$ cat src/rtl/regfile_pkg.sv
// Shared constants and helpers for the parametrised register file with scoreboard.
package regfile_pkg;

  localparam int DEFAULT_WIDTH    = 32;
  localparam int DEFAULT_NUM_REGS = 16;
  localparam int ZERO_ADDR        = 0;

  // Smallest r such that 2**r >= value; used to size register addresses.
  function automatic int clog2(input int value);
    int r;
    r = 0;
    while ((1 << r) < value) begin
      r = r + 1;
    end
    return r;
  endfunction

endpackage

$ cat src/rtl/regfile_read_port.sv
// One registered read port: register select, write bypass, hardwired zero and
// valid/hazard flags. Instantiated once per read port by the top.
module regfile_read_port
  import regfile_pkg::*;
#(
  parameter int WIDTH      = DEFAULT_WIDTH,
  parameter int NUM_REGS   = DEFAULT_NUM_REGS,
  parameter int ADDR_WIDTH = clog2(DEFAULT_NUM_REGS),
  parameter bit ZERO_REG   = 1'b1
) (
  input  logic                  clk,
  input  logic                  rst,
  input  logic                  rd_en,
  input  logic [ADDR_WIDTH-1:0] rd_addr,
  input  logic                  wr_en,
  input  logic [ADDR_WIDTH-1:0] wr_addr,
  input  logic [WIDTH-1:0]      wr_data,
  input  logic [WIDTH-1:0]      regs [NUM_REGS],
  input  logic [NUM_REGS-1:0]   pending,
  output logic [WIDTH-1:0]      rd_data,
  output logic                  rd_valid,
  output logic                  rd_hazard
);

  // Handshake: a read is accepted at every edge with rd_en=1 (no back-pressure).
  // One cycle later exactly one of rd_valid/rd_hazard is high; rd_valid means
  // rd_data is current and safe to consume, rd_hazard means the register still
  // awaits its producer and decode must retry. Both are low after an idle edge,
  // while rd_data keeps the last value returned.
  logic is_zero;
  logic is_bypass;

  assign is_zero   = ZERO_REG && (rd_addr == ADDR_WIDTH'(ZERO_ADDR));
  assign is_bypass = wr_en && (wr_addr == rd_addr);

  always_ff @(posedge clk or posedge rst) begin
    if (rst) begin
      rd_data   <= '0;
      rd_valid  <= 1'b0;
      rd_hazard <= 1'b0;
    end else if (rd_en) begin
      if (is_zero) begin
        rd_data   <= '0;
        rd_valid  <= 1'b1;
        rd_hazard <= 1'b0;
      end else if (is_bypass) begin
        // The writeback value is the newest producer, so the pending bit is moot.
        rd_data   <= wr_data;
        rd_valid  <= 1'b1;
        rd_hazard <= 1'b0;
      end else begin
        rd_data   <= regs[rd_addr];
        rd_valid  <= ~pending[rd_addr];
        rd_hazard <= pending[rd_addr];
      end
    end else begin
      rd_valid  <= 1'b0;
      rd_hazard <= 1'b0;
    end
  end

endmodule

$ cat src/rtl/regfile_scoreboard.sv
// Register file with two registered read ports, one write port, write bypass,
// optional hardwired zero register and a per-register pending scoreboard.
module regfile_scoreboard
  import regfile_pkg::*;
#(
  parameter int               WIDTH       = DEFAULT_WIDTH,
  parameter int               NUM_REGS    = DEFAULT_NUM_REGS,
  parameter int               ADDR_WIDTH  = clog2(DEFAULT_NUM_REGS),
  parameter bit               ZERO_REG    = 1'b1,
  parameter logic [WIDTH-1:0] RESET_VALUE = '0
) (
  input  logic                  clk,
  input  logic                  rst,
  input  logic                  rd1_en,
  input  logic [ADDR_WIDTH-1:0] rd1_addr,
  output logic [WIDTH-1:0]      rd1_data,
  output logic                  rd1_valid,
  output logic                  rd1_hazard,
  input  logic                  rd2_en,
  input  logic [ADDR_WIDTH-1:0] rd2_addr,
  output logic [WIDTH-1:0]      rd2_data,
  output logic                  rd2_valid,
  output logic                  rd2_hazard,
  input  logic                  wr_en,
  input  logic [ADDR_WIDTH-1:0] wr_addr,
  input  logic [WIDTH-1:0]      wr_data,
  input  logic                  rsv_en,
  input  logic [ADDR_WIDTH-1:0] rsv_addr,
  output logic [NUM_REGS-1:0]   pending,
  output logic [ADDR_WIDTH:0]   pending_cnt
);

  if (ADDR_WIDTH != clog2(NUM_REGS)) begin : g_bad_addr_width
    $error("regfile_scoreboard: ADDR_WIDTH must equal clog2(NUM_REGS)");
  end

  logic [WIDTH-1:0]    regs [NUM_REGS];
  logic [NUM_REGS-1:0] pending_next;
  logic                wr_eff;
  logic                rsv_eff;
  logic                cnt_inc;
  logic                cnt_dec;

  assign wr_eff  = wr_en  && !(ZERO_REG && (wr_addr  == ADDR_WIDTH'(ZERO_ADDR)));
  assign rsv_eff = rsv_en && !(ZERO_REG && (rsv_addr == ADDR_WIDTH'(ZERO_ADDR)));

  // Write clears first, reserve sets last: a same-address reserve wins because
  // it marks a newer producer than the one being written back.
  always_comb begin
    pending_next = pending;
    if (wr_eff) begin
      pending_next[wr_addr] = 1'b0;
    end
    if (rsv_eff) begin
      pending_next[rsv_addr] = 1'b1;
    end
  end

  // Counter tracks only real 0->1 and 1->0 transitions so it mirrors popcount.
  assign cnt_inc = rsv_eff && !pending[rsv_addr];
  assign cnt_dec = wr_eff && pending[wr_addr] && !(rsv_eff && (rsv_addr == wr_addr));

  always_ff @(posedge clk or posedge rst) begin
    if (rst) begin
      for (int i = 0; i < NUM_REGS; i++) begin
        regs[i] <= RESET_VALUE;
      end
      pending     <= '0;
      pending_cnt <= '0;
    end else begin
      if (wr_eff) begin
        regs[wr_addr] <= wr_data;
      end
      pending <= pending_next;
      if (cnt_inc && !cnt_dec) begin
        pending_cnt <= pending_cnt + 1'b1;
      end else if (cnt_dec && !cnt_inc) begin
        pending_cnt <= pending_cnt - 1'b1;
      end
    end
  end

  regfile_read_port #(
    .WIDTH      (WIDTH),
    .NUM_REGS   (NUM_REGS),
    .ADDR_WIDTH (ADDR_WIDTH),
    .ZERO_REG   (ZERO_REG)
  ) u_rd1 (
    .clk       (clk),
    .rst       (rst),
    .rd_en     (rd1_en),
    .rd_addr   (rd1_addr),
    .wr_en     (wr_en),
    .wr_addr   (wr_addr),
    .wr_data   (wr_data),
    .regs      (regs),
    .pending   (pending),
    .rd_data   (rd1_data),
    .rd_valid  (rd1_valid),
    .rd_hazard (rd1_hazard)
  );

  regfile_read_port #(
    .WIDTH      (WIDTH),
    .NUM_REGS   (NUM_REGS),
    .ADDR_WIDTH (ADDR_WIDTH),
    .ZERO_REG   (ZERO_REG)
  ) u_rd2 (
    .clk       (clk),
    .rst       (rst),
    .rd_en     (rd2_en),
    .rd_addr   (rd2_addr),
    .wr_en     (wr_en),
    .wr_addr   (wr_addr),
    .wr_data   (wr_data),
    .regs      (regs),
    .pending   (pending),
    .rd_data   (rd2_data),
    .rd_valid  (rd2_valid),
    .rd_hazard (rd2_hazard)
  );

endmodule

$ cat config.mk
export PLATFORM = sky130hd
export DESIGN_NAME = regfile_scoreboard
export DESIGN_NICKNAME = d
export VERILOG_FILES = /design/src/rtl/regfile_pkg.sv /design/src/rtl/regfile_read_port.sv /design/src/rtl/regfile_scoreboard.sv
export SDC_FILE = /design/constraint.sdc
export NUM_CORES = 1
export LEC_CHECK = 0
export CAP_MARGIN = 10
export CORE_ASPECT_RATIO = 0.9
export CORE_UTILIZATION = 55
export DETAILED_ROUTE_END_ITERATION = 8
export PLACE_DENSITY = 0.76
export REMOVE_ABC_BUFFERS = 1
export SYNTH_ARGS = -nofsm -noshare
export SYNTH_HDL_FRONTEND = slang
export SYNTH_SLANG_ARGS = --single-unit
$ cat constraint.sdc
create_clock -name clk -period 21.9 [get_ports clk]
set_clock_uncertainty 0.15 [all_clocks]
set_input_delay 4.38 -clock clk [delete_from_list [all_inputs] [get_ports clk]]
set_output_delay 4.38 -clock clk [all_outputs]
set_load 0.05 [all_outputs]
==> results of run 1 <==
[layer usage]
| metal | routed length (um) | share of wire, % | vias up | track usage (%) |
|---|---|---|---|---|
| met1 | 38200 | 44 | 11300 | 42.0 |
| met5 | 13 | 0.015 | - | 0 |
| met4 | 2620 | 3.0 | 2 | 10.1 |
| li1 | - | - | 8740 | - |
| met3 | 5540 | 6.4 | 190 | 5.86 |
| met2 | 40800 | 47 | 768 | 47.3 |
[placed cells by master, fill, tap and decap left out, types with 3 or more instances in the layout]
master           count
clkbuf_8            13
nor2b_1             65
xnor2_1             13
inv_1                7
o22ai_1             65
clkinv_2            10
buf_12               3
a221o_1            128
clkbuf_1            10
or4_1                3
clkbuf_16           71
dfrtp_1            601
a211oi_2            62
mux4_2             145
mux2_1             264
mux2_2             347
clkdlybuf4s50_1    134
o21ai_0             22
ha_1                 4
a32o_1               3
nor2_4              11
buf_4               50
nand3b_1             4
nand4_1              3
nor2_1               3
nor2b_4              3
or3_2                3
nand2_1             12
bufinv_16            6
a211oi_1            66
mux2i_1            131
nand2b_1             4
xor2_1               4
[worst reg2reg max path, stage by stage (launching register included)]
cell and delay (ns):
dfrtp_1 0.46, mux4_2 0.48, mux4_2 0.47, o2111ai_1 0.12, ha_1 0.22, inv_1 0.11, fa_1 0.42, a21o_1 0.18
a21oi_1 0.17, xnor2_1 0.14, nor2_1 0.06, xor2_1 0.14
[cell type report]
| class | count | area, um^2 | share of cell area (%) |
|---|---|---|---|
| antenna | 1 | 2.50 | 0.00698 |
| clock buffer | 94 | 1990 | 5.56 |
| clock inverter | 19 | 256 | 0.716 |
| inverter | 8 | 37.5 | 0.105 |
| multi-input combinational | 1390 | 15800 | 43.9 |
| sequential | 601 | 15000 | 42.0 |
| tap | 765 | 957 | 2.67 |
| timing repair buffer | 189 | 1810 | 5.04 |
[sequential cells by signal, indices dropped and copies added (netlist names)]
| name | cells |
|---|---|
| u_rd1.rd_hazard | 1 |
| u_rd1.rd_valid | 1 |
| u_rd2.rd_data | 32 |
| u_rd1.rd_data | 32 |
| regs | 512 |
| u_rd2.rd_hazard | 1 |
| u_rd2.rd_valid | 1 |
| pending | 16 |
| pending_cnt | 5 |
[cell families after synthesis]
logic type / synth area share, %
AOI/OAI and AO/OA: 10.1
muxes: 35.9
DFF: 47.1
buffers and inverters: 4.05
xor gates and xnor gates: 0.466
and+or+nand+nor: 2.23
adders and majority gates: 0.219
[worst paths after layout]
kind                             startpoint        endpoint  slack, ns  cells after the start
worst max-delay path             wr_addr[0]  pending_cnt[4]      14.37                     12
worst min-delay path              regs[509]       regs[509]       0.24                      0
worst max register to register  pending[12]  pending_cnt[4]      18.64                     11
worst min register to register    regs[509]       regs[509]       0.24                      0
max in group asynchronous               rst       regs[379]      14.46                      5
min in group asynchronous               rst       regs[485]       4.15                      2
[through the flow]
stage	hold WS (ns)	cell area, um^2	power [uW]	std cells	setup slack (ns)
detailed placement	0.233	33600	2430	2953	13.73
CTS	0.246	35800	3600	3066	14.35
global placement	0.227	33600	2380	2953	13.77
finish	0.242	35800	3590	3067	14.37
floorplan	0.215	30700	2140	1999	0.547
global route	0.260	35800	3740	3066	13.94
[power groups by stage]
stage / clock network, uW / registers, uW / logic, uW
after detailed placement: 0 / 1550 / 884
after global routing: 1220 / 1570 / 948
after CTS: 1170 / 1530 / 890
after global placement: 0 / 1520 / 856
final: 1160 / 1540 / 887
after floorplan: 0 / 1610 / 528
==> results.yml, run 1 <==
drt:
  dr.pass1.iters: 7
  drtIter0Drc: 1718
  postRouteAntennaNets: 0
  routed_via_density: 6.83
  drc: 0
  avgRoutedWirePerCell_um: 28.4
  wl_um: 87200
  dr_total_vias: 21000
grt:
  grt_pass1_vias: 22100
  grt.overflow.total: 0
  antenna_found_initial: 1
  grt_usage_pct: 30.0
  grt_start_max_net_pins: 177
  grt_pass1_wl_um: 136000
timing:
  finalSetupTns_ns: 0
  fmax_mhz: 133
  post-route-period-util_pct: 34.4
  period_needed_ns: 7.53
  rsz0062_at_grt: "false"
  finalHoldViolations: 0
  setup_violations: 0
  report.final.slew_viol_count: 0
  slew_headroom_pct: 23.7
  worst_slew_pin_slew_ns: 1.14
floorplan:
  coreArea_um2: 57200
  die_w_um: 256
  initial_core_util_pct: 55.8
  rows: 83
  ioPinCount: 143
  fp.dieH_um: 231
  die_area_um2: 59000
layout:
  nets: 2316
  synthToLayoutAreaGrowth_pct: 12.2
  utilization_pct: 62.6
  layout-drive-gt1-share_pct: 32.0
  num-fill-cells: 4188
clock_tree:
  clockRootBuffer: "clkbuf_16"
  path_clk_slew_ns: 0.06
  clock-sinks: 601
  postCtsSetupRepairBufs: 0
  post_cts_resized: 0
  cts_tree: "done"
  cts_buffer_depth: 3
  ctsHoldBuffers: 0
  cts.htree.levels: 3
  insertion_delay_ns: 0.60
  numCtsBuffers: 67
setup_path:
  worst_path_most_repeated_cell: "mux4_2"
  criticalPathCategory: "primary input to register"
  path_max_fanout: 14
  crit_buf_inv: 2
  end_kind: "register"
  slowest_stage: "clkdlybuf4s50_1"
  slowest_delay_ns: 0.85
  cp-start-kind: "primary input"
  crit_family: "multiplexers"
  worst_ep_required_time_ns: 22.21
  crit_arrival_ns: 7.84
  crit_chain: "clkdlybuf4s50_1 > mux4_2 > mux4_2 > o2111ai_1 > ha_1 > inv_1 > fa_1 > a21o_1 > a21oi_1 > xnor2_1 > nor2_1 > xor2_1"
logic_synthesis:
  ys_top_cells_by_count: "601 x dfrtp_1, 347 x mux2_2, 264 x mux2_1"
  ys.flop_type: "dfrtp_1"
  synth_cells: 2258
  synth-seq-area-share_pct: 47.1
  yosysMostFrequentCell: "dfrtp_1"
  synth_area_um2: 31900
  yosysUniqueCellTypes: 43
  synth_edf_count: 0
  ys_warn_count: 0
  yosys-top-cells-area: "dfrtp_1 47%, mux2_2 12%, mux4_2 10%"
  synth_area_leader_cell: "dfrtp_1"
  synth_area_per_cell_um2: 14.1
  synthArstFlopShare_pct: 100
  yosysTopAreaCellShare_pct: 47.1
  ys_seq_elements: 601
placed_design:
  gp_congestion: 0.859
  hpwl_um: 50000
  port_buffers: 142
power:
  worst_ir_drop_vdd_uv: 56.9
  p_int_uw: 2510
  clkPwrFrac_pct: 32.4
  p_comb_share_pct: 24.7
  seqPwrFrac_pct: 42.9
  switching_share_pct: 29.9
  switching_power_uw: 1070
  power_density_nw_per_um2: 100
  leakagePower_uw: 0.0150
outcome:
  outcome: "complete, no violations"
run:
  drv_cap: 0
worst_hold_path:
  hp-class: "register to register"
(Power assumes the default switching activity.)
==> run 2, diff against run 1 <==
clock period = 6 ns   (was 21.9 ns; I/O delays follow)
==> run 2 against run 1 <==
Net effect: worst setup slack worse by 13 ns; core utilization up 0.14 points; die area unchanged; clock power rose to 3.5 times the previous value; non-clock buffer count up 7; critical path depth unchanged; global-route usage down 0.46 points; via count down 0.34%; total power rose to 3.6 times the previous value.
==> results.yml, run 2 (synthesis gave the netlist of run 1 again) <==
grt:
  grt_pass1_wl_um: 134000
  grt_usage_pct: 29.6
  antenna_found_initial: 2
  grt_pass1_vias: 21900
  grt_start_max_net_pins: 135
  grt.overflow.total: 0
layout:
  layout-drive-gt1-share_pct: 32.0
  reg.largest.list: "regs (512), u_rd1.rd_data (32), u_rd2.rd_data (32)"
  fin_cells: 3074
  diodes: 0
  layout_commonest_cell: "dfrtp_1"
  largest-register: "regs"
  nets: 2317
  final_cell_mix: "601 x dfrtp_1, 347 x mux2_2, 264 x mux2_1"
  utilization_pct: 62.8
  synthToLayoutAreaGrowth_pct: 12.5
  largest_reg_flops: 512
clock_tree:
  postCtsSetupRepairBufs: 0
  cts_tree: "done"
  cts.htree.levels: 2
  ctsHoldBuffers: 0
  cts_buffer_depth: 3
  insertion_delay_ns: 0.64
  path_clk_slew_ns: 0.06
  clock-sinks: 601
  clockRootBuffer: "clkbuf_16"
  numCtsBuffers: 61
  post_cts_resized: 0
floorplan:
  ioPinCount: 143
  fp.dieH_um: 231
  die_area_um2: 59000
  die_w_um: 256
  initial_core_util_pct: 55.8
  coreArea_um2: 57200
  rows: 83
power:
  worst_ir_drop_vdd_uv: 201
  total_power_uw: 13000
  leakagePower_uw: 0.0150
  power_density_nw_per_um2: 361
setup_path:
  path_max_fanout: 14
  reg2reg_slack_ns: 2.80
  criticalPathCategory: "primary input to register"
  r2r_cells: 11
  crit_arrival_ns: 4.63
  worst_path_most_repeated_cell: "mux4_2"
  crit_family: "multiplexers"
  crit_chain: "clkdlybuf4s50_1 > mux4_2 > mux4_2 > o2111ai_1 > ha_1 > inv_1 > fa_1 > a21o_1 > a21oi_1 > xnor2_1 > nor2_1 > xor2_1"
  crit_cells: 12
  worst_ep_required_time_ns: 6.36
  slowest_delay_ns: 0.86
  cp-start-kind: "primary input"
  slowest_stage: "clkdlybuf4s50_1"
  crit_buf_inv: 2
  end_kind: "register"
drt:
  avgRoutedWirePerCell_um: 28.1
  route.met2.wl_um: 41400
  wirelength_met1_um: 37100
  routed_via_density: 6.80
  dr.pass1.iters: 7
  drc: 0
  wl_met3_um: 5770
  top_layer: "met5"
  drtIter0Drc: 1791
  dr_total_vias: 20900
  postRouteAntennaNets: 0
  wl_um: 86500
timing:
  report.final.slew_viol_count: 0
  worst_slew_pin_slew_ns: 1.05
  rsz0062_at_grt: "false"
  slew_headroom_pct: 30.0
  finalHoldViolations: 0
  setup_violations: 0
  fmax_mhz: 234
  fin_ws_ns: 1.73
  period_needed_ns: 4.27
  post-route-period-util_pct: 71.2
worst_hold_path:
  hp-class: "register to register"
  holdPathStages: 0
placed_design:
  hpwl_um: 50600
  dp_cells: 2960
  gp_congestion: 0.853
  pre_cts_ws_ns: 1.08
  port_buffers: 142
run:
  drv_cap: 0
outcome:
  outcome: "complete, no violations"
==> run 2: cell count changes in the layout (fill, tap and decap cells not counted) <==
cell / change
diode_2: -1
clkinv_2: -1
clkinv_4: -1
clkbuf_8: +5
clkbuf_1: +4
clkinvlp_4: +1
clkbuf_16: -8
bufinv_16: +2
buf_4: -1
inv_6: -1
buf_12: +8
==> run 2: cell type report <==
type / count / area [um^2]
clock buffers: 95 / 1880
clock inverters: 19 / 302
fillers: 4147 / 21300
inverters: 8 / 37.5
multi-input cells: 1390 / 15800
flip-flops and latches: 601 / 15000
well taps: 765 / 957
repair buffers: 196 / 1960
==> run 2: worst paths after layout <==
path / startpoint / endpoint
max in group asynchronous: rst / regs[118]
worst min-delay path: regs[484] / regs[484]
worst max-delay path: wr_addr[0] / pending_cnt[4]
min in group asynchronous: rst / u_rd2.rd_data[0]
worst max register to register: pending[3] / pending_cnt[4]
worst min register to register: regs[484] / regs[484]
==> run 2: where the power goes <==
group          total (uW)  leakage (uW)  internal (uW)  switching, uW
logic                3240       0.00647           1680           1550
clock network        4110       0.00108           2480           1630
registers            5610       0.00744           4930            675
total               13000        0.0150           9100           3860
==> run 2: routing by layer <==
| metal | vias to the layer above | track usage (%) |
|---|---|---|
| met1 | 11200 | 40.9 |
| met2 | 736 | 47.5 |
| met3 | 174 | 6.10 |
| li1 | 8740 | - |
| met5 | - | 0 |
| met4 | 4 | 8.42 |
==> run 2: worst register-to-register path, stage by stage, from the launching register on <==
cell,delay [ns]
dfrtp_1,0.47
mux4_2,0.49
mux4_2,0.46
o2111ai_1,0.11
ha_1,0.22
inv_1,0.11
fa_1,0.41
a21o_1,0.17
a21oi_1,0.16
xnor2_1,0.14
nor2_1,0.07
xor2_1,0.14
==> run 2: stage by stage <==
stage / setup TNS (ns) / hold WS [ns] / instance area (um^2)
2_1_floorplan: -7316.12 / 0.215 / 30700
4_1_cts: 0 / 0.247 / 35900
3_3_place_gp: 0 / 0.226 / 33700
5_1_grt: 0 / 0.257 / 35900
3_5_place_dp: 0 / 0.233 / 33700
6_report: 0 / 0.244 / 35900
==> run 3, diff against run 2 <==
clock period = 3.86 ns   (was 6 ns; I/O delays follow)
==> run 3 against run 2 <==
Net effect: clock power up 47%; critical path depth up 1; sequential power up 55%; sequential cell count unchanged; core utilization up 0.77 points; clock-buffer cell count down 4; total power up 53%; via count up 0.40%; register-to-register slack worse by 2.2 ns; final cell count up 1.7%; sequential share of layout area down 0.51 points.
==> results.yml, run 3 (synthesis gave the netlist of run 1 again) <==
placed_design:
  hpwl_um: 52400
  port_buffers: 142
  placed_area_um2: 34300
  dp_cells: 3016
  gp_congestion: 0.854
  pre_cts_ws_ns: -0.354
setup_path:
  cp-start-kind: "primary input"
  slowest_delay_ns: 0.50
  crit_buf_inv: 3
  worst_ep_required_time_ns: 4.22
  worst_path_most_repeated_cell: "mux4_2"
  crit_chain: "clkdlybuf4s50_1 > buf_4 > mux4_2 > mux4_2 > o2111ai_1 > ha_1 > inv_1 > fa_1 > a21o_1 > a21oi_1 > xnor2_1 > nor2_1 > xor2_1"
  path_max_fanout: 6
  slowest_stage: "mux4_2"
  crit_arrival_ns: 3.94
  end_kind: "register"
  crit_family: "multiplexers"
  criticalPathCategory: "primary input to register"
clock_tree:
  numCtsBuffers: 61
  postCtsSetupRepairBufs: 0
  clockRootBuffer: "clkbuf_16"
  ctsHoldBuffers: 0
  clock-sinks: 601
  post_cts_resized: 0
  cts.htree.levels: 2
  cts_tree: "done"
  cts_buffer_depth: 3
  path_clk_slew_ns: 0.06
  insertion_delay_ns: 0.64
run:
  drv_cap: 0
layout:
  diodes: 0
  stdcell_area_um2: 36400
  reg.largest.list: "regs (512), u_rd1.rd_data (32), u_rd2.rd_data (32)"
  largest-register: "regs"
  layout-drive-gt1-share_pct: 33.4
  layout_commonest_cell: "dfrtp_1"
  fin_cells: 3125
  num-fill-cells: 4090
  final_cell_mix: "601 x dfrtp_1, 347 x mux2_2, 264 x mux2_1"
  nets: 2373
  largest_reg_flops: 512
  synthToLayoutAreaGrowth_pct: 13.9
worst_hold_path:
  hp-class: "register to register"
timing:
  finalHoldViolations: 0
  post-route-period-util_pct: 92.8
  fmax_mhz: 279
  slew_headroom_pct: 24.2
  rsz0062_at_grt: "false"
  worst_slew_pin_slew_ns: 1.14
  fin_ws_ns: 0.278
  setup_violations: 0
  report.final.slew_viol_count: 0
  period_needed_ns: 3.58
floorplan:
  die_w_um: 256
  initial_core_util_pct: 55.8
  coreArea_um2: 57200
  ioPinCount: 143
  fp.dieH_um: 231
  die_area_um2: 59000
  rows: 83
drt:
  drc: 0
  postRouteAntennaNets: 0
  dr_total_vias: 21000
  drtIter0Drc: 1777
  wl_um: 86400
  dr.pass1.iters: 5
  avgRoutedWirePerCell_um: 27.6
  routed_via_density: 6.71
grt:
  grt_pass1_wl_um: 135000
  grt_start_max_net_pins: 110
  grt.overflow.total: 0
  grt_usage_pct: 29.7
  grt_pass1_vias: 22300
  antenna_found_initial: 2
power:
  leakagePower_uw: 0.0152
  worst_ir_drop_vdd_uv: 366
  power_density_nw_per_um2: 547
outcome:
  outcome: "complete, no violations"
run 3: changes by cell type in the layout (fill, tap and decap cells not counted), sizes merged:
| cell | previous run | this run |
|---|---|---|
| clkinv | 9 | 11 |
| buf | 62 | 118 |
| bufinv | 8 | 5 |
| clkbuf | 95 | 91 |
run 3: path summary, 6_finish.rpt:
| check | from | to | slack, ns | cells after the start |
|---|---|---|---|---|
| min in group asynchronous | rst | u_rd2.rd_data[0] | 0.45 | 2 |
| setup reg to reg | pending[3] | pending_cnt[4] | 0.59 | 11 |
| setup / recovery | wr_addr[0] | pending_cnt[4] | 0.28 | 13 |
| hold reg to reg | regs[510] | regs[510] | 0.25 | 0 |
| max in group asynchronous | rst | regs[435] | 2.15 | 4 |
| hold / removal | regs[510] | regs[510] | 0.25 | 0 |
run 3: report_power, final:
| group | internal [uW] | total [uW] | switching (uW) |
|---|---|---|---|
| logic | 2680 | 5120 | 2440 |
| registers | 7670 | 8710 | 1050 |
| clock network | 3530 | 6050 | 2520 |
run 3: cell type report:
type                       count  area, um^2  area share (%)
tap                          765         957            2.63
timing repair buffer         252        2550            7.03
inverter                       8        37.5           0.103
clock buffer                  91        1800            4.95
clock inverter                18         221           0.609
sequential                   601       15000            41.4
multi-input combinational   1390       15800            43.3
run 3: layer usage:
layer  track usage [%]  share of wire (%)  wire length (um)  vias up
li1                  -                  -                 -     8846
met1              40.6                 43             36800    11200
met2              48.2                 48             41600      765
met3              5.72                6.6              5720      167
met4              9.38                2.6              2230        4
met5                 0              0.031                27        -
run 3: stage by stage:
step                      utilization, %  hold slack (ns)  total power [uW]  setup TNS, ns
after floorplan                        -            0.215             12100       -8345.03
after global placement              60.0            0.226             13600         -0.412
after detailed placement            60.0            0.234             13900         -0.624
after CTS                           63.5            0.247             19900              0
after global routing                63.5            0.258             20700              0
final                               63.5            0.246             19900              0
